==> src/rtl/rv_pkg.sv <==
// Shared RV32I decode types: alu opcodes, instruction field constants and the
// registered decode payload handed from id_stage to alu.
package rv_pkg;

    localparam int unsigned XLEN       = 32;
    localparam int unsigned SHADOW_DEF = 4;

    typedef enum logic [3:0] {
        ALU_ADD    = 4'd0,
        ALU_AND    = 4'd1,
        ALU_SLL    = 4'd2,
        ALU_SRL    = 4'd3,
        ALU_OR     = 4'd4,
        ALU_XOR    = 4'd5,
        ALU_ONE    = 4'd6,
        ALU_ZERO   = 4'd7,
        ALU_BRANCH = 4'd8,
        ALU_SRA    = 4'd9,
        ALU_LUI    = 4'd10,
        ALU_SUB    = 4'd11,
        ALU_AUIPC  = 4'd12
    } alu_op_t;

    localparam logic [6:0] OPC_LOAD     = 7'b0000011;
    localparam logic [6:0] OPC_MISC_MEM = 7'b0001111;
    localparam logic [6:0] OPC_OP_IMM   = 7'b0010011;
    localparam logic [6:0] OPC_AUIPC    = 7'b0010111;
    localparam logic [6:0] OPC_STORE    = 7'b0100011;
    localparam logic [6:0] OPC_OP       = 7'b0110011;
    localparam logic [6:0] OPC_LUI      = 7'b0110111;
    localparam logic [6:0] OPC_BRANCH   = 7'b1100011;
    localparam logic [6:0] OPC_JALR     = 7'b1100111;
    localparam logic [6:0] OPC_JAL      = 7'b1101111;
    localparam logic [6:0] OPC_SYSTEM   = 7'b1110011;

    localparam logic [2:0] F3_ADD  = 3'd0;
    localparam logic [2:0] F3_SLL  = 3'd1;
    localparam logic [2:0] F3_SLT  = 3'd2;
    localparam logic [2:0] F3_SLTU = 3'd3;
    localparam logic [2:0] F3_XOR  = 3'd4;
    localparam logic [2:0] F3_SR   = 3'd5;
    localparam logic [2:0] F3_OR   = 3'd6;
    localparam logic [2:0] F3_AND  = 3'd7;

    localparam logic [2:0] F3_BEQ  = 3'd0;
    localparam logic [2:0] F3_BNE  = 3'd1;
    localparam logic [2:0] F3_BLT  = 3'd4;
    localparam logic [2:0] F3_BGE  = 3'd5;
    localparam logic [2:0] F3_BLTU = 3'd6;
    localparam logic [2:0] F3_BGEU = 3'd7;

    typedef enum logic [2:0] {
        IMM_I = 3'd0,
        IMM_S = 3'd1,
        IMM_B = 3'd2,
        IMM_U = 3'd3,
        IMM_J = 3'd4
    } imm_fmt_t;

    typedef enum logic {
        ST_IDLE   = 1'b0,
        ST_SQUASH = 1'b1
    } shadow_state_t;

    typedef struct packed {
        alu_op_t         op;
        logic [XLEN-1:0] a;
        logic [XLEN-1:0] b;
        logic [4:0]      rd;
        logic            we;
        logic            redirect;
        logic [XLEN-1:0] link;
        logic            illegal;
        logic            vld;
    } id_out_t;

    // Branch outcome from the shared comparator results.
    function automatic logic branch_taken(input logic [2:0] f3, input logic eq,
                                          input logic lt, input logic ltu);
        logic taken;
        taken = 1'b0;
        case (f3)
            F3_BEQ:  taken = eq;
            F3_BNE:  taken = !eq;
            F3_BLT:  taken = lt;
            F3_BGE:  taken = !lt;
            F3_BLTU: taken = ltu;
            F3_BGEU: taken = !ltu;
            default: taken = 1'b0;
        endcase
        return taken;
    endfunction

endpackage

==> src/rtl/id_imm_gen.sv <==
// Immediate extraction for the RV32I formats. U yields the raw 20-bit upper
// field zero-extended; alu positions it for LUI/AUIPC.
module id_imm_gen
    import rv_pkg::*;
(
    input  logic [31:7]     instr,
    input  imm_fmt_t        fmt,
    output logic [XLEN-1:0] imm_c
);

    always_comb begin
        imm_c = '0;
        case (fmt)
            IMM_I: imm_c = {{20{instr[31]}}, instr[31:20]};
            IMM_S: imm_c = {{20{instr[31]}}, instr[31:25], instr[11:7]};
            IMM_B: imm_c = {{19{instr[31]}}, instr[31], instr[7], instr[30:25],
                            instr[11:8], 1'b0};
            IMM_U: imm_c = {12'b0, instr[31:12]};
            IMM_J: imm_c = {{11{instr[31]}}, instr[31], instr[19:12], instr[20],
                            instr[30:21], 1'b0};
            default: imm_c = '0;
        endcase
    end

endmodule

==> src/rtl/id_stage.sv <==
// RV32I decode stage: decodes one instruction per cycle into alu operands,
// resolves compares locally and squashes the fetch shadow behind redirects.
module id_stage
    import rv_pkg::*;
#(
    parameter int unsigned SHADOW = SHADOW_DEF
) (
    input  logic            clk,
    input  logic            rst,
    input  logic [XLEN-1:0] instr_i,
    input  logic [XLEN-1:0] pc_i,
    input  logic            instr_vld_i,
    input  logic            stall_i,
    output logic [4:0]      rs1_addr_o,
    output logic [4:0]      rs2_addr_o,
    input  logic [XLEN-1:0] rs1_data_i,
    input  logic [XLEN-1:0] rs2_data_i,
    output alu_op_t         alu_op_o,
    output logic [XLEN-1:0] alu_a_o,
    output logic [XLEN-1:0] alu_b_o,
    output logic [4:0]      rd_addr_o,
    output logic            rd_we_o,
    output logic            redirect_o,
    output logic [XLEN-1:0] link_o,
    output logic            illegal_o,
    output logic            vld_o
);

    localparam int unsigned CNT_W = $clog2(SHADOW + 1);

    logic [6:0]      opcode;
    logic [2:0]      f3;
    logic            alt;
    logic            rd_nz;
    imm_fmt_t        fmt;
    logic [XLEN-1:0] imm;
    logic [XLEN-1:0] shamt;
    logic [XLEN-1:0] cmp_b;
    logic            eq;
    logic            lt;
    logic            ltu;
    id_out_t         dec;
    id_out_t         out_d;
    id_out_t         out_q;
    shadow_state_t   state_d;
    shadow_state_t   state_q;
    logic [CNT_W-1:0] cnt_d;
    logic [CNT_W-1:0] cnt_q;

    assign opcode     = instr_i[6:0];
    assign f3         = instr_i[14:12];
    assign alt        = instr_i[30];
    assign rd_nz      = |instr_i[11:7];
    assign rs1_addr_o = instr_i[19:15];
    assign rs2_addr_o = instr_i[24:20];
    assign shamt      = XLEN'(instr_i[24:20]);

    // Immediate format follows the opcode class.
    always_comb begin
        fmt = IMM_I;
        case (opcode)
            OPC_STORE:            fmt = IMM_S;
            OPC_BRANCH:           fmt = IMM_B;
            OPC_LUI, OPC_AUIPC:   fmt = IMM_U;
            OPC_JAL:              fmt = IMM_J;
            default:              fmt = IMM_I;
        endcase
    end

    id_imm_gen u_imm_gen (
        .instr (instr_i[31:7]),
        .fmt   (fmt),
        .imm_c (imm)
    );

    // One comparator serves SLT(I)(U) and branches.
    assign cmp_b = (opcode == OPC_OP_IMM) ? imm : rs2_data_i;
    assign eq    = (rs1_data_i == cmp_b);
    assign lt    = ($signed(rs1_data_i) < $signed(cmp_b));
    assign ltu   = (rs1_data_i < cmp_b);

    always_comb begin
        dec     = '0;
        dec.op  = ALU_ADD;
        dec.rd  = instr_i[11:7];
        dec.vld = 1'b1;
        case (opcode)
            OPC_OP, OPC_OP_IMM: begin
                dec.a  = rs1_data_i;
                dec.b  = (opcode == OPC_OP) ? rs2_data_i : imm;
                dec.we = rd_nz;
                if (opcode == OPC_OP_IMM && (f3 == F3_SLL || f3 == F3_SR)) begin
                    dec.b = shamt;
                end
                case (f3)
                    F3_ADD:  dec.op = (opcode == OPC_OP && alt) ? ALU_SUB : ALU_ADD;
                    F3_SLL:  dec.op = ALU_SLL;
                    F3_SLT, F3_SLTU: begin
                        dec.op = ((f3 == F3_SLT) ? lt : ltu) ? ALU_ONE : ALU_ZERO;
                        dec.a  = '0;
                        dec.b  = '0;
                    end
                    F3_XOR:  dec.op = ALU_XOR;
                    F3_SR:   dec.op = alt ? ALU_SRA : ALU_SRL;
                    F3_OR:   dec.op = ALU_OR;
                    default: dec.op = ALU_AND;
                endcase
            end
            OPC_LUI: begin
                dec.op = ALU_LUI;
                dec.b  = imm;
                dec.we = rd_nz;
            end
            OPC_AUIPC: begin
                dec.op = ALU_AUIPC;
                dec.a  = pc_i;
                dec.b  = imm;
                dec.we = rd_nz;
            end
            OPC_JAL: begin
                dec.a        = pc_i;
                dec.b        = imm;
                dec.we       = rd_nz;
                dec.redirect = 1'b1;
                dec.link     = pc_i + XLEN'(4);
            end
            OPC_JALR: begin
                if (f3 == 3'd0) begin
                    dec.a        = rs1_data_i;
                    dec.b        = imm;
                    dec.we       = rd_nz;
                    dec.redirect = 1'b1;
                    dec.link     = pc_i + XLEN'(4);
                end else begin
                    dec.op      = ALU_ZERO;
                    dec.illegal = 1'b1;
                end
            end
            OPC_BRANCH: begin
                if (f3 == 3'd2 || f3 == 3'd3) begin
                    dec.op      = ALU_ZERO;
                    dec.illegal = 1'b1;
                end else begin
                    // Not-taken still redirects: alu BRANCH computes the fall-through PC.
                    dec.a        = pc_i;
                    dec.redirect = 1'b1;
                    if (branch_taken(f3, eq, lt, ltu)) begin
                        dec.b = imm;
                    end else begin
                        dec.op = ALU_BRANCH;
                    end
                end
            end
            default: begin
                dec.op      = ALU_ZERO;
                dec.illegal = 1'b1;
            end
        endcase
    end

    // Shadow FSM and output selection; bubbles are the all-zero payload.
    always_comb begin
        state_d = state_q;
        cnt_d   = cnt_q;
        out_d   = '0;
        out_d.op = ALU_ADD;
        case (state_q)
            ST_IDLE: begin
                if (instr_vld_i) begin
                    out_d = dec;
                    if (dec.redirect) begin
                        state_d = ST_SQUASH;
                        cnt_d   = CNT_W'(SHADOW);
                    end
                end
            end
            ST_SQUASH: begin
                if (instr_vld_i) begin
                    cnt_d = cnt_q - CNT_W'(1);
                    if (cnt_q == CNT_W'(1)) begin
                        state_d = ST_IDLE;
                    end
                end
            end
            default: state_d = ST_IDLE;
        endcase
    end

    always_ff @(posedge clk) begin
        if (rst) begin
            state_q <= ST_IDLE;
            cnt_q   <= '0;
            out_q   <= '0;
        end else if (!stall_i) begin
            state_q <= state_d;
            cnt_q   <= cnt_d;
            out_q   <= out_d;
        end
    end

    assign alu_op_o   = out_q.op;
    assign alu_a_o    = out_q.a;
    assign alu_b_o    = out_q.b;
    assign rd_addr_o  = out_q.rd;
    assign rd_we_o    = out_q.we;
    assign redirect_o = out_q.redirect;
    assign link_o     = out_q.link;
    assign illegal_o  = out_q.illegal;
    assign vld_o      = out_q.vld;

endmodule

==> config.mk <==
export PLATFORM = sky130hd
export DESIGN_NAME = id_stage
export DESIGN_NICKNAME = d
export VERILOG_FILES = /design/src/rtl/rv_pkg.sv /design/src/rtl/id_imm_gen.sv /design/src/rtl/id_stage.sv
export SDC_FILE = /design/constraint.sdc
export NUM_CORES = 1
export LEC_CHECK = 0
export BUFFER_PORTS_ARGS = -buffer_cell sky130_fd_sc_hd__buf_4
export CORE_MARGIN = 5
export CORE_UTILIZATION = 54
export DETAILED_ROUTE_END_ITERATION = 12
export PLACE_DENSITY = 0.94
export SYNTH_ARGS = -nofsm -noshare
export SYNTH_HDL_FRONTEND = slang
export SYNTH_SLANG_ARGS = --single-unit
==> constraint.sdc <==
create_clock -name clk -period 10.35 [get_ports clk]
set_clock_uncertainty 0.05 [all_clocks]
set_input_delay 0.5175 -clock clk [delete_from_list [all_inputs] [get_ports clk]]
set_output_delay 0.5175 -clock clk [all_outputs]
set_load 0.03 [all_outputs]
# ---- Word level (Yosys, flattened, before mapping)
# Cells that the tools add are included.
# Widths: inputs -> output; s select.
dict set report totals {
  register_bits 113
  input_bits 132
  out_inout_bits 119
  elab_cells 100
}
dict set report classes {
  add_sub_neg 2
  n_lt_le_gt_ge 2
  n_eq_ne 24
  muxes 42
  bitwise 2
  reduce_logical 17
}
# op count
set ops {}
lappend ops {{$pmux 32 s4} 2}
lappend ops {{$mux 109} 2}
lappend ops {{$mux 64} 3}
lappend ops {{$pmux 32 s5} 1}
lappend ops {{$mux 32} 4}
lappend ops {{$lt 32x32->1} 2}
lappend ops {{$pmux 32 s2} 1}
lappend ops {{$pmux 4 s6} 2}
lappend ops {{$mux 34} 1}
lappend ops {{$add 32x3->32 const B} 1}
lappend ops {{$eq 32x32->1} 1}
lappend ops {{$eq 7x6->1 const B} 3}
lappend ops {{$eq 7x7->1 const B} 3}
lappend ops {{$mux 4} 4}
lappend ops {{$eq 3x3->1 const B} 5}
lappend ops {{$eq 7x5->1 const B} 2}
lappend ops {{$eq 3x2->1 const B} 4}
lappend ops {{$mux 3} 4}
lappend ops {{$pmux 3 s4} 1}
lappend ops {{$mux 1} 11}
lappend ops {{$reduce_or 5->1} 2}
lappend ops {{$eq 3x1->1 const B} 3}
lappend ops {{$reduce_or 2->1} 4}
lappend ops {{$logic_not 3->1} 2}
lappend ops {{other kinds (12)} 21}

# ---- Logic depth before layout (Yosys ltp)
# Gate-level depths: netlist (run 1).
dict set report logic_depth {
  depth_word 16
  depth_mapped 17
  mapped_depth_nobuf 14
}

# ---- By module
# Synthesis (run 1) repeated with hierarchy kept, for this count alone.
dict set report hier_totals {
  hier_cells 898
  hier_area_um2 7372.1
}
# mod instances cells_each area_per_inst_um2 seq_area_each_um2
set by_module_without_submodules {}
lappend by_module_without_submodules {id_stage 1 810 6715.2 2262.2}
lappend by_module_without_submodules {id_imm_gen 1 88 656.9 0.0}

# ---- Worst setup path before layout (run 1)
# Ideal clock, no wire load.
dict set report synth_timing {
  kind {input -> register}
  from {in instr_i[2]}
  to {reg out_q, in the netlist alu_b_o[20]}
  setup_time_ns 0.120
  arrival_time_ns 4.094
  required_time_ns 10.180
  slack_ns 6.086
  cell_stages 16
  path_buffers 3
  path_cell_list {and4bb_2 and2_1 clkbuf_1 nand2_1 nor3_1 clkbuf_1 a21oi_1 ha_1 a21oi_2 nand2_1 a221o_1 o31a_1 a311o_4 o311a_4 buf_6 a211o_1}
}
dict set report synth_via {
  elab_chain_len 16
  word_cells_on_any_way 38
  classes_between {2 x order compare; 13 x eq/ne; 15 x mux; 8 x reduce/logical}
}
# item line_no
set synth_lines {}
lappend synth_lines {{from (decl)} id_stage.sv:10} ;# input logic [XLEN-1:0] instr_i,
lappend synth_lines {{$eq 7x5->1 / $eq 7x6->1 (equally long branches)} {id_stage.sv:61, id_stage.sv:87}}
lappend synth_lines {{$reduce_or 2->1} id_stage.sv:61} ;# case (opcode)
lappend synth_lines {{$pmux 3 s4} id_stage.sv:61}
lappend synth_lines {{$eq 3x3->1 (tied with other cells)} id_imm_gen.sv:13} ;# case (fmt)
lappend synth_lines {{$pmux 32 s5} id_imm_gen.sv:13}
lappend synth_lines {{$mux 32} id_stage.sv:77} ;# assign cmp_b = (opcode == OPC_OP_IMM) ? imm : rs2_data_i;
lappend synth_lines {{$lt 32x32->1 (tied with other cells)} id_stage.sv:80} ;# assign ltu = (rs1_data_i < cmp_b);
lappend synth_lines {{$logic_not 1->1, on equally long branches} {rv_pkg.sv:88, rv_pkg.sv:84, rv_pkg.sv:86}}
lappend synth_lines {{$pmux 1 s6} rv_pkg.sv:82} ;# case (f3)
lappend synth_lines {{$mux 1} id_stage.sv:140} ;# if (f3 == 3'd2 || f3 == 3'd3) begin
lappend synth_lines {{$mux 1} id_stage.sv:87} ;# case (opcode)
lappend synth_lines {{$mux 32} id_stage.sv:147} ;# if (branch_taken(f3, eq, lt, ltu)) begin
lappend synth_lines {{$mux 64} id_stage.sv:140}
lappend synth_lines {{$pmux 32 s4 *} id_stage.sv:87}
lappend synth_lines {{$mux 109 *} id_stage.sv:169} ;# if (instr_vld_i) begin
lappend synth_lines {{$mux 109 *} id_stage.sv:167} ;# case (state_q)
lappend synth_lines {{to (signal assigned)} id_stage.sv:197} ;# out_q <= out_d;
lappend synth_lines {{to (decl)} id_stage.sv:44} ;# id_out_t out_q;
# Mark *: on every way between the ends. The rest lies on a longest branch, timed or not. The select of a mux whose other input is x is not followed.
# A chain may end at the register's enable or synchronous reset.

# ---- Worst setup path in the final report (run 1)
dict set report layout_timing {
  from {in instr_i[3]}
  to {reg out_q, in the netlist alu_b_o[6]}
}
# Same word-level chain as after synthesis.

==> flow_metrics.env, run 1 <==
export IMPL_status="finished, final reports clean"
export IMPL_grt_pass1_wl_mm=38.2
export IMPL_worstPathArrival_ps=4720
export IMPL_avgSynthCellArea_um2=7.75
export IMPL_tightest_slew_ps=1170
export IMPL_layout_commonest_cell="buf_4"
export IMPL_finalPower_mw=1.20
export IMPL_r2r_start="state_q"
export IMPL_routed_wl_mm=25.0
export IMPL_startpoint_type="primary input"
export IMPL_period_needed_ps=4490
export IMPL_fmax_ghz=0.223
export IMPL_htree_num_levels=4
export IMPL_root_buffer="clkbuf_16"
export IMPL_overflow=0
export IMPL_grt_pass1_vias=7234
export IMPL_dr_pass1_iters=5
export IMPL_wl_per_cell_um=19.9
export IMPL_vdd_drop_max_mv=0.0975
export IMPL_cts_path_max_buffers=2
export IMPL_drv_slew=0
export IMPL_cts_sinks=113
export IMPL_rrSetupSlack_ps=7170
export IMPL_die_y_um=121
export IMPL_max_stage_delay_ps=680
export IMPL_drc=0
export IMPL_fin_tns_setup_ps=0
export IMPL_postCtsSetupRepairBufs=0
export IMPL_sw_frac_of_total=0.257
export IMPL_synthCells=864
export IMPL_seqPwrFrac=0.366
export IMPL_vias=7781
export IMPL_power_density_nw_per_um2=131
export IMPL_core_area_um2=12100
export IMPL_synth_async_reset_ratio=0
export IMPL_setup_viol=0
export IMPL_p_leak_nw=3.97
export IMPL_grt_usage=0.327
export IMPL_synth_seq_cells=113
export IMPL_fin_nets=1241
export IMPL_intPower_mw=0.891
export IMPL_die_area_um2=14700
export IMPL_post_place_cells=1223
export IMPL_pwr_share_clk=0.497
export IMPL_io_buffers=250
export IMPL_syn_num_nets=1031
export IMPL_synth_seq_area_share=0.338
export IMPL_cp_slowest_cell="nor4_2"
export IMPL_synthToLayoutAreaGrowth_pct=36.8
export IMPL_cts_resized=0
export IMPL_critPathKind="primary input to flop"
export IMPL_final_antenna_net_count=0
export IMPL_placed_area_um2=8560
export IMPL_p_comb_frac=0.137
export IMPL_cp_cell_sequence="buf_4, nand3b_1, nor4_2, nor2_1, a221oi_1, nor2_1, a21oi_1, ha_1, o211ai_1, a2111oi_1, o31ai_1, a311o_4, nor4_2, o31ai_1"
export IMPL_worstSkewPairLatency_ps=410
export IMPL_utilization=0.759
export IMPL_crit_required_ps=10580
export IMPL_ys_types=63
export IMPL_min_path_type="primary input to flop"
export IMPL_p_sw_mw=0.308
export IMPL_initial_core_util=0.555
export IMPL_synthFlopType="dfxtp_1"
export IMPL_maxCapViolations=0
export IMPL_viasPerCell=6.20
export IMPL_drive_above_1_share=0.277
export IMPL_cts_tree="built"
export IMPL_cts_buffers=17
export IMPL_worstSetupEndpointType="flop"
export IMPL_row_count=40
export IMPL_finalHoldViolations=0
export IMPL_io_pins=251
export IMPL_yosysWarnings=0
export IMPL_final_cell_mix="257 x buf_4, 173 x nor2_1, 113 x dfxtp_1"
export IMPL_holdCritStartpoint="rs2_data_i[0]"
export IMPL_die_w_um=121
export IMPL_grt_start_max_net_pins=87
export IMPL_fin_cells=1255
export IMPL_stdcell_area_um2=9160
export IMPL_path_max_fanout=8
export IMPL_rsz0062_at_grt="false"
export IMPL_synth_area_um2=6700
export IMPL_antenna_found_initial=0
export IMPL_crit_start="instr_i[3]"
export IMPL_place_hpwl_mm=18.5
export IMPL_hold_buffers=0
export IMPL_diodes=0
export IMPL_synth_edf_count=0
export IMPL_slew_headroom=0.220
export IMPL_drtIter0Drc=957
export IMPL_period_share=0.434
export IMPL_path_clk_slew_ps=60
export IMPL_place_congestion=0.961
## sequential cells by signal (all words and copies together) (netlist names)
register and cells:
state_q 1, link_o 32, rd_addr_o 5, redirect_o 1, alu_b_o 32, rd_we_o 1, cnt_q 3, alu_op_o 4
illegal_o 1, alu_a_o 32, vld_o 1
## power by group through the flow
stage	registers [mW]	logic (mW)	clock network [mW]
floorplan	0.452	0.0760	0
global placement	0.448	0.157	0
detailed placement	0.448	0.159	0
CTS	0.439	0.160	0.595
global route	0.439	0.176	0.615
finish	0.439	0.164	0.596
## synthesized netlist by cell type, types with 2 or more instances
library cell / count / area [µm²]
nor2_1: 173 / 649
dfxtp_1: 113 / 2260
a21oi_1: 110 / 551
a22oi_1: 74 / 556
nand2_1: 46 / 173
clkbuf_1: 43 / 161
ha_1: 35 / 438
nand3_1: 19 / 95.1
o21ai_0: 18 / 90.1
xnor2_1: 18 / 158
nor3_1: 15 / 75.1
xor2_1: 14 / 123
a211o_1: 13 / 114
o21ai_1: 13 / 65.1
inv_1: 12 / 45.0
nand4_1: 11 / 68.8
buf_4: 10 / 75.1
o31ai_1: 10 / 75.1
a221oi_1: 9 / 78.8
and3_1: 8 / 50.1
nand2b_1: 8 / 50.1
buf_1: 7 / 26.3
a31oi_1: 6 / 37.5
buf_2: 5 / 25.0
nand3b_1: 5 / 37.5
nor3b_1: 5 / 37.5
a22o_1: 4 / 35.0
mux2i_1: 4 / 40.0
nor2b_1: 4 / 25.0
nor4_1: 4 / 25.0
a211oi_1: 3 / 22.5
and4_1: 3 / 26.3
nor4_2: 3 / 37.5
o211ai_1: 3 / 22.5
or3_1: 3 / 18.8
a21o_1: 2 / 15.0
a32o_1: 2 / 20.0
and2_1: 2 / 12.5
and3b_1: 2 / 17.5
nor4b_1: 2 / 17.5
## worst paths after layout
path | depth (start not counted) | to
setup reg to reg | 6 | alu_b_o[23]
hold reg to reg | 2 | link_o[31]
hold / removal | 2 | alu_b_o[0]
setup / recovery | 14 | alu_b_o[6]
## logic make-up (layout without fill, tap and decap cells)
| group | after synthesis | count (layout) | share of synthesized area |
|---|---|---|---|
| AO/OA/AOI/OAI | 285 | 285 | 0.280 |
| XOR/XNOR | 32 | 32 | 0.0419 |
| adder cells (fa/ha/maj) | 35 | 35 | 0.0654 |
| buffers and inverters | 78 | 301 | 0.0514 |
| flip-flops | 113 | 113 | 0.338 |
| multiplexers | 4 | 4 | 0.00598 |
| AND/OR/NAND/NOR | 317 | 317 | 0.218 |
## area by class of cell
class,instances,area [µm²]
Multi-Input combinational cell,673,4110
Timing Repair Buffer,257,1930
Tap cell,168,210
Clock inverter,9,104
Fill cell,884,2900
Inverter,12,45.0
Sequential cell,113,2260
Clock buffer,23,498
## through the flow
| step | worst slack [ps] | hold slack [ps] |
|---|---|---|
| 2_1_floorplan | 6090 | 456 |
| 3_3_place_gp | 5700 | 387 |
| 3_5_place_dp | 5630 | 397 |
| 4_1_cts | 6050 | 261 |
| 5_1_grt | 5340 | 272 |
| 6_report | 5860 | 273 |
## layer usage
metal | up-vias | global-route usage | part of all wire
met5 | - | 0 | 0
met4 | 0 | 0.125 | 0.035
met2 | 541 | 0.533 | 0.47
met1 | 3590 | 0.429 | 0.40
met3 | 90 | 0.0573 | 0.10
li1 | 3560 | - | -
## critical path, delay by kind of cell
family,cells,cell delay [ps]
compound gates,7,2010
buf+inv,1,120
simple gates,5,1880
fa+ha+maj,1,170
Power figures use the tool's default switching activity.
==> run 2, diff against run 1 <==
--- a/config.mk
+++ b/config.mk
@@ -7,9 +7,9 @@
 export LEC_CHECK = 0
 export BUFFER_PORTS_ARGS = -buffer_cell sky130_fd_sc_hd__buf_4
 export CORE_MARGIN = 5
-export CORE_UTILIZATION = 54
+export CORE_UTILIZATION = 45
 export DETAILED_ROUTE_END_ITERATION = 12
-export PLACE_DENSITY = 0.94
+export PLACE_DENSITY = 0.84
 export SYNTH_ARGS = -nofsm -noshare
 export SYNTH_HDL_FRONTEND = slang
 export SYNTH_SLANG_ARGS = --single-unit
==> constraint.sdc (replaced) <==
create_clock -name clk -period 3.8 [get_ports clk]
set_clock_uncertainty 0.05 [all_clocks]
set_input_delay 0.19 -clock clk [delete_from_list [all_inputs] [get_ports clk]]
set_output_delay 0.19 -clock clk [all_outputs]
set_load 0.03 [all_outputs]
==> run 2 against run 1 <==
- worst hold slack lost 260 ps
- worst setup slack worse by 5600 ps
- non-clock buffer count rose by 40
- final area is 4.3% higher
- highest routed layer unchanged
==> flow_metrics.env, run 2 (synthesized netlist as in run 1, its figures left out) <==
export IMPL_critPathKind="primary input to flop"
export IMPL_drive_above_1_share=0.290
export IMPL_diodes=0
export IMPL_min_path_type="primary input to flop"
export IMPL_wl_per_cell_um=19.7
export IMPL_grt_usage=0.279
export IMPL_cts_buffers=17
export IMPL_finalHoldViolations=0
export IMPL_place_hpwl_mm=19.3
export IMPL_path_common_cell="buf_4"
export IMPL_io_pins=251
export IMPL_crit_start="instr_i[3]"
export IMPL_p_comb_frac=0.143
export IMPL_period_needed_ps=3540
export IMPL_root_buffer="clkbuf_16"
export IMPL_cp_slowest_cell="a2111oi_1"
export IMPL_initial_core_util=0.459
export IMPL_place_congestion=1.08
export IMPL_slew_headroom=0.194
export IMPL_path_max_fanout=8
export IMPL_grt_pass1_wl_mm=39.6
export IMPL_die_y_um=132
export IMPL_grt_pass1_vias=7498
export IMPL_sw_frac_of_total=0.252
export IMPL_layout_commonest_cell="buf_4"
export IMPL_viasPerCell=5.96
export IMPL_dr_pass1_iters=6
export IMPL_pwr_share_clk=0.499
export IMPL_path_clk_slew_ps=50
export IMPL_tightest_slew_ps=1210
export IMPL_startpoint_type="primary input"
export IMPL_final_cell_mix="281 x buf_4, 172 x nor2_1, 113 x dfxtp_1"
export IMPL_holdCritStartpoint="instr_i[7]"
export IMPL_cp_cell_sequence="buf_4, nand3b_1, nor2_2, buf_4, nor2_1, a221oi_1, nor2_1, a21oi_1, ha_1, a21oi_1, a2111oi_1, o31ai_1, a311o_4, o31ai_1, buf_4, o21ai_0"
export IMPL_setup_viol=0
export IMPL_fmax_ghz=0.282
export IMPL_worstSetupEndpointType="flop"
export IMPL_drv_slew=0
export IMPL_status="finished, final reports clean"
export IMPL_grt_start_max_net_pins=86
export IMPL_drtIter0Drc=881
export IMPL_core_area_um2=14600
export IMPL_period_share=0.933
export IMPL_vias=7820
export IMPL_htree_num_levels=4
export IMPL_worstSkewPairLatency_ps=410
export IMPL_cts_sinks=113
export IMPL_intPower_mw=2.49
export IMPL_io_buffers=250
export IMPL_stdcell_area_um2=9560
export IMPL_die_w_um=132
export IMPL_rsz0062_at_grt="false"
export IMPL_p_sw_mw=0.841
export IMPL_final_antenna_net_count=0
export IMPL_overflow=0
export IMPL_die_area_um2=17400
export IMPL_p_leak_nw=4.16
export IMPL_maxCapViolations=0
export IMPL_worstPathArrival_ps=3780
export IMPL_placed_area_um2=8800
export IMPL_vdd_drop_max_mv=0.278
export IMPL_drc=0
export IMPL_cts_tree="built"
export IMPL_cts_path_max_buffers=2
export IMPL_seqPwrFrac=0.358
export IMPL_row_count=44
export IMPL_holdWs_ps=14.9
export IMPL_synthToLayoutAreaGrowth_pct=42.7
export IMPL_crit_required_ps=4030
export IMPL_cts_resized=0
export IMPL_antenna_found_initial=0
export IMPL_power_density_nw_per_um2=349
export IMPL_max_stage_delay_ps=500
export IMPL_routed_wl_mm=25.8
export IMPL_fin_nets=1281
export IMPL_r2r_start="state_q"
run 2: cell count changes in the layout (fill, tap and decap cells not counted), sizes merged:
cell | previous run | this run
buf | 257 | 283
bufinv | 2 | 3
clkinv | 5 | 4
dlygate4sd3 | 0 | 14
run 2: what timing repair did:
action	in CTS	in global routing
hold buffers	14	0
endpoints found under the hold margin	14	0
buffers inserted	0	0
run 2: worst paths after layout:
path	end	slack [ps]	cells after the start
worst max-delay path	alu_b_o[2]	260	16
worst min register to register	link_o[31]	410	2
worst min-delay path	rd_addr_o[0]	10	3
worst max register to register	alu_b_o[28]	1460	7
run 2: final cells by class:
class,instances,area (µm²)
repair buffers,297,2290
inverters,12,45.0
multi-input cells,673,4110
flip-flops and latches,113,2260
clock buffers,23,488
fillers,1256,5030
well taps,184,230
clock inverters,9,129
run 2: worst max-delay path: cells and delay by family:
| kind | cells | cell delay (ps) |
|---|---|---|
| AO/OA/AOI/OAI | 8 | 2170 |
| adder cells (fa/ha/maj) | 1 | 180 |
| buffers and inverters | 3 | 530 |
| AND/OR/NAND/NOR | 4 | 680 |
run 2: power by group through the flow:
stage	logic, mW	clock network [mW]	registers [mW]
floorplan	0.207	0	1.23
global placement	0.446	0	1.22
detailed placement	0.451	0	1.22
CTS	0.468	1.67	1.19
global route	0.510	1.74	1.19
finish	0.478	1.66	1.19
run 2: metal layers:
metal / up-vias / global-route usage / wire length, µm
li1: 3661 / - / -
met1: 3605 / 0.365 / 10600
met2: 477 / 0.443 / 11900
met3: 77 / 0.0622 / 2460
met4: 0 / 0.121 / 905
met5: - / 0 / 0
run 2: per-stage QoR:
stage	worst slack, ps	utilization	std cells	setup TNS [ps]	total power, mW
floorplan	2.60	-	864	0	1.44
global placement	-11.3	0.603	1265	-20.6	1.67
detailed placement	-59.0	0.603	1265	-250	1.67
CTS	336	0.655	1311	0	3.34
global route	60.3	0.655	1311	0	3.44
finish	255	0.655	1311	0	3.34
==> run 3, diff against run 2 <==
--- a/config.mk
+++ b/config.mk
@@ -5,11 +5,12 @@
 export SDC_FILE = /design/constraint.sdc
 export NUM_CORES = 1
 export LEC_CHECK = 0
+export ABC_AREA = 1
 export BUFFER_PORTS_ARGS = -buffer_cell sky130_fd_sc_hd__buf_4
 export CORE_MARGIN = 5
-export CORE_UTILIZATION = 45
+export CORE_UTILIZATION = 47
 export DETAILED_ROUTE_END_ITERATION = 12
-export PLACE_DENSITY = 0.84
+export PLACE_DENSITY = 0.85
 export SYNTH_ARGS = -nofsm -noshare
 export SYNTH_HDL_FRONTEND = slang
 export SYNTH_SLANG_ARGS = --single-unit
==> run 3 against run 2 <==
- worst setup slack improved by 150 ps
- register-to-register slack got worse by 160 ps
- routed wire length rose by 14%
- global-route usage rose by 1.1 points
- cell count rose by 28%
- synthesized area rose by 17%
==> flow_metrics.env, run 3 <==
export IMPL_status="finished, final reports clean"
export IMPL_tightest_slew_ps=1100
export IMPL_yosysMostFrequentCell="nand2_1"
export IMPL_grt_start_max_net_pins=107
export IMPL_synth_top_area_share=0.290
export IMPL_final_cell_mix="359 x nand2_1, 266 x buf_4, 134 x inv_1"
export IMPL_row_count=47
export IMPL_fin_cells=1678
export IMPL_layout_commonest_cell="nand2_1"
export IMPL_die_w_um=139
export IMPL_seqPwrFrac=0.365
export IMPL_die_y_um=139
export IMPL_p_sw_mw=0.861
export IMPL_worstSkewPairLatency_ps=430
export IMPL_grt_pass1_wl_mm=45.6
export IMPL_finalPower_mw=3.28
export IMPL_crit_required_ps=4020
export IMPL_rsz0062_at_grt="false"
export IMPL_yosys_area_top_type="dfxtp_1"
export IMPL_busiest_layer="met2"
export IMPL_antenna_found_initial=0
export IMPL_synth_area_leaders="dfxtp_1 29%, nand2_1 17%, a21oi_1 8.3%, inv_1 6.4%, o21ai_0 6.2%"
export IMPL_wl_per_cell_um=17.6
export IMPL_synth_area_um2=7800
export IMPL_synth_async_reset_ratio=0
export IMPL_fin_tns_setup_ps=0
export IMPL_vdd_drop_max_mv=0.287
export IMPL_htree_num_levels=4
export IMPL_path_clk_slew_ps=50
export IMPL_diodes=0
export IMPL_path_max_fanout=21
export IMPL_period_share=0.893
export IMPL_io_buffers=250
export IMPL_yosysWarnings=0
export IMPL_path_common_cell="nand2_1"
export IMPL_drtIter0Drc=939
export IMPL_core_area_um2=16400
export IMPL_cts_path_max_buffers=2
export IMPL_use_met2=0.487
export IMPL_setup_viol=0
export IMPL_synth_seq_area_share=0.290
export IMPL_synthCells=1230
export IMPL_holdWs_ps=8.34
export IMPL_critPathKind="primary input to flop"
export IMPL_cts_sinks=113
export IMPL_period_needed_ps=3390
export IMPL_initial_core_util=0.476
export IMPL_p_comb_frac=0.151
export IMPL_grt_pass1_vias=8978
export IMPL_sw_frac_of_total=0.262
export IMPL_p_leak_nw=4.83
export IMPL_place_congestion=1.01
export IMPL_cts_tree="built"
export IMPL_syn_num_nets=1397
export IMPL_use_met3=0.0700
export IMPL_utilization=0.629
export IMPL_worstSetupEndpointType="flop"
export IMPL_fmax_ghz=0.295
export IMPL_stdcell_area_um2=10300
export IMPL_maxCapViolations=0
export IMPL_ys_types=51
export IMPL_intPower_mw=2.42
export IMPL_fin_nets=1615
export IMPL_met1_usage=0.351
export IMPL_synth_edf_count=0
export IMPL_dr_pass1_iters=6
export IMPL_place_hpwl_mm=22.4
export IMPL_die_area_um2=19300
export IMPL_worstPathArrival_ps=3610
export IMPL_pre_cts_ws_ps=-68.8
export IMPL_io_pins=251
export IMPL_startpoint_type="primary input"
export IMPL_pwr_share_clk=0.484
export IMPL_finalHoldViolations=0
export IMPL_grt_usage=0.290
export IMPL_root_buffer="clkbuf_16"
export IMPL_viasPerCell=5.64
export IMPL_synth_seq_cells=113
export IMPL_min_path_type="primary input to flop"
export IMPL_final_antenna_net_count=0
export IMPL_overflow=0
export IMPL_setup_slack_ps=408
export IMPL_routed_wl_mm=29.5
export IMPL_slew_headroom=0.270
export IMPL_cp_slowest_cell="nor3_4"
export IMPL_synthFlopType="dfxtp_1"
export IMPL_drv_slew=0
export IMPL_max_stage_delay_ps=270
export IMPL_vias=9466
export IMPL_power_density_nw_per_um2=318
export IMPL_drc=0
export IMPL_placed_area_um2=9710
export IMPL_synthToLayoutAreaGrowth_pct=32.3
export IMPL_drive_above_1_share=0.235
export IMPL_cts_buffers=17
export IMPL_avgSynthCellArea_um2=6.34
export IMPL_post_place_cells=1646
export IMPL_postCtsSetupRepairBufs=0
export IMPL_synth_commonest_cells="360 x nand2_1, 134 x inv_1, 130 x a21oi_1, 113 x dfxtp_1, 97 x o21ai_0"
run 3: cell count changes in the layout (fill, tap and decap cells not counted), sizes merged, moves of 18 or more:
cell   before  now
nor2      173   64
a22oi      74    2
nand2      46  366
a21oi     111  132
inv        12  139
nand3      19   97
o21ai      31  117
xnor2      18    0
run 3: logic make-up after synthesis:
family | after synthesis | share of synthesized area
AOI/OAI and AO/OA | 291 | 0.209
xor gates and xnor gates | 6 | 0.00673
adders and majority gates | 35 | 0.0561
buffers and inverters | 211 | 0.116
DFF | 113 | 0.290
muxes | 4 | 0.00513
and+or+nand+nor | 570 | 0.317
run 3: final timing paths:
kind	end	startpoint	depth (start not counted)	slack (ps)
worst max-delay path	alu_b_o[18]	instr_i[1]	25	410
worst min-delay path	rd_addr_o[1]	instr_i[8]	3	8
worst max register to register	alu_a_o[10]	state_q	6	1300
worst min register to register	link_o[25]	link_o[25]	2	410
run 3: timing repair:
action | CTS | global route
resized for setup | 0 | 1
endpoints found under the setup margin | 0 | 17
hold buffers | 3 | 0
endpoints found under the hold margin | 3 | 0
run 3: per-layer routing:
metal | wire length (µm) | vias up
li1 | - | 4491
met1 | 11400 | 4335
met2 | 13700 | 527
met3 | 2910 | 113
met4 | 1410 | 0
met5 | 0 | -
run 3: cell type report:
| class | instances | area, µm² |
|---|---|---|
| clock buffers | 24 | 502 |
| multi-input cells | 906 | 4650 |
| repair buffers | 269 | 2030 |
| fillers | 1513 | 6080 |
| well taps | 220 | 275 |
| flip-flops and latches | 113 | 2260 |
| clock inverters | 5 | 77.6 |
| inverters | 141 | 532 |
run 3: critical path: cells and delay by family:
kind / cells / cell delay (ps)
AND/OR/NAND/NOR: 16 / 1950
buffers and inverters: 4 / 690
AO/OA/AOI/OAI: 4 / 480
adder cells (fa/ha/maj): 1 / 270
run 3: power groups by stage:
stage               logic, mW  clock network (mW)  registers [mW]
floorplan               0.242                   0            1.24
global placement        0.474                   0            1.22
detailed placement      0.481                   0            1.22
CTS                     0.487                1.59            1.20
global route            0.539                1.64            1.20
finish                  0.496                1.59            1.20
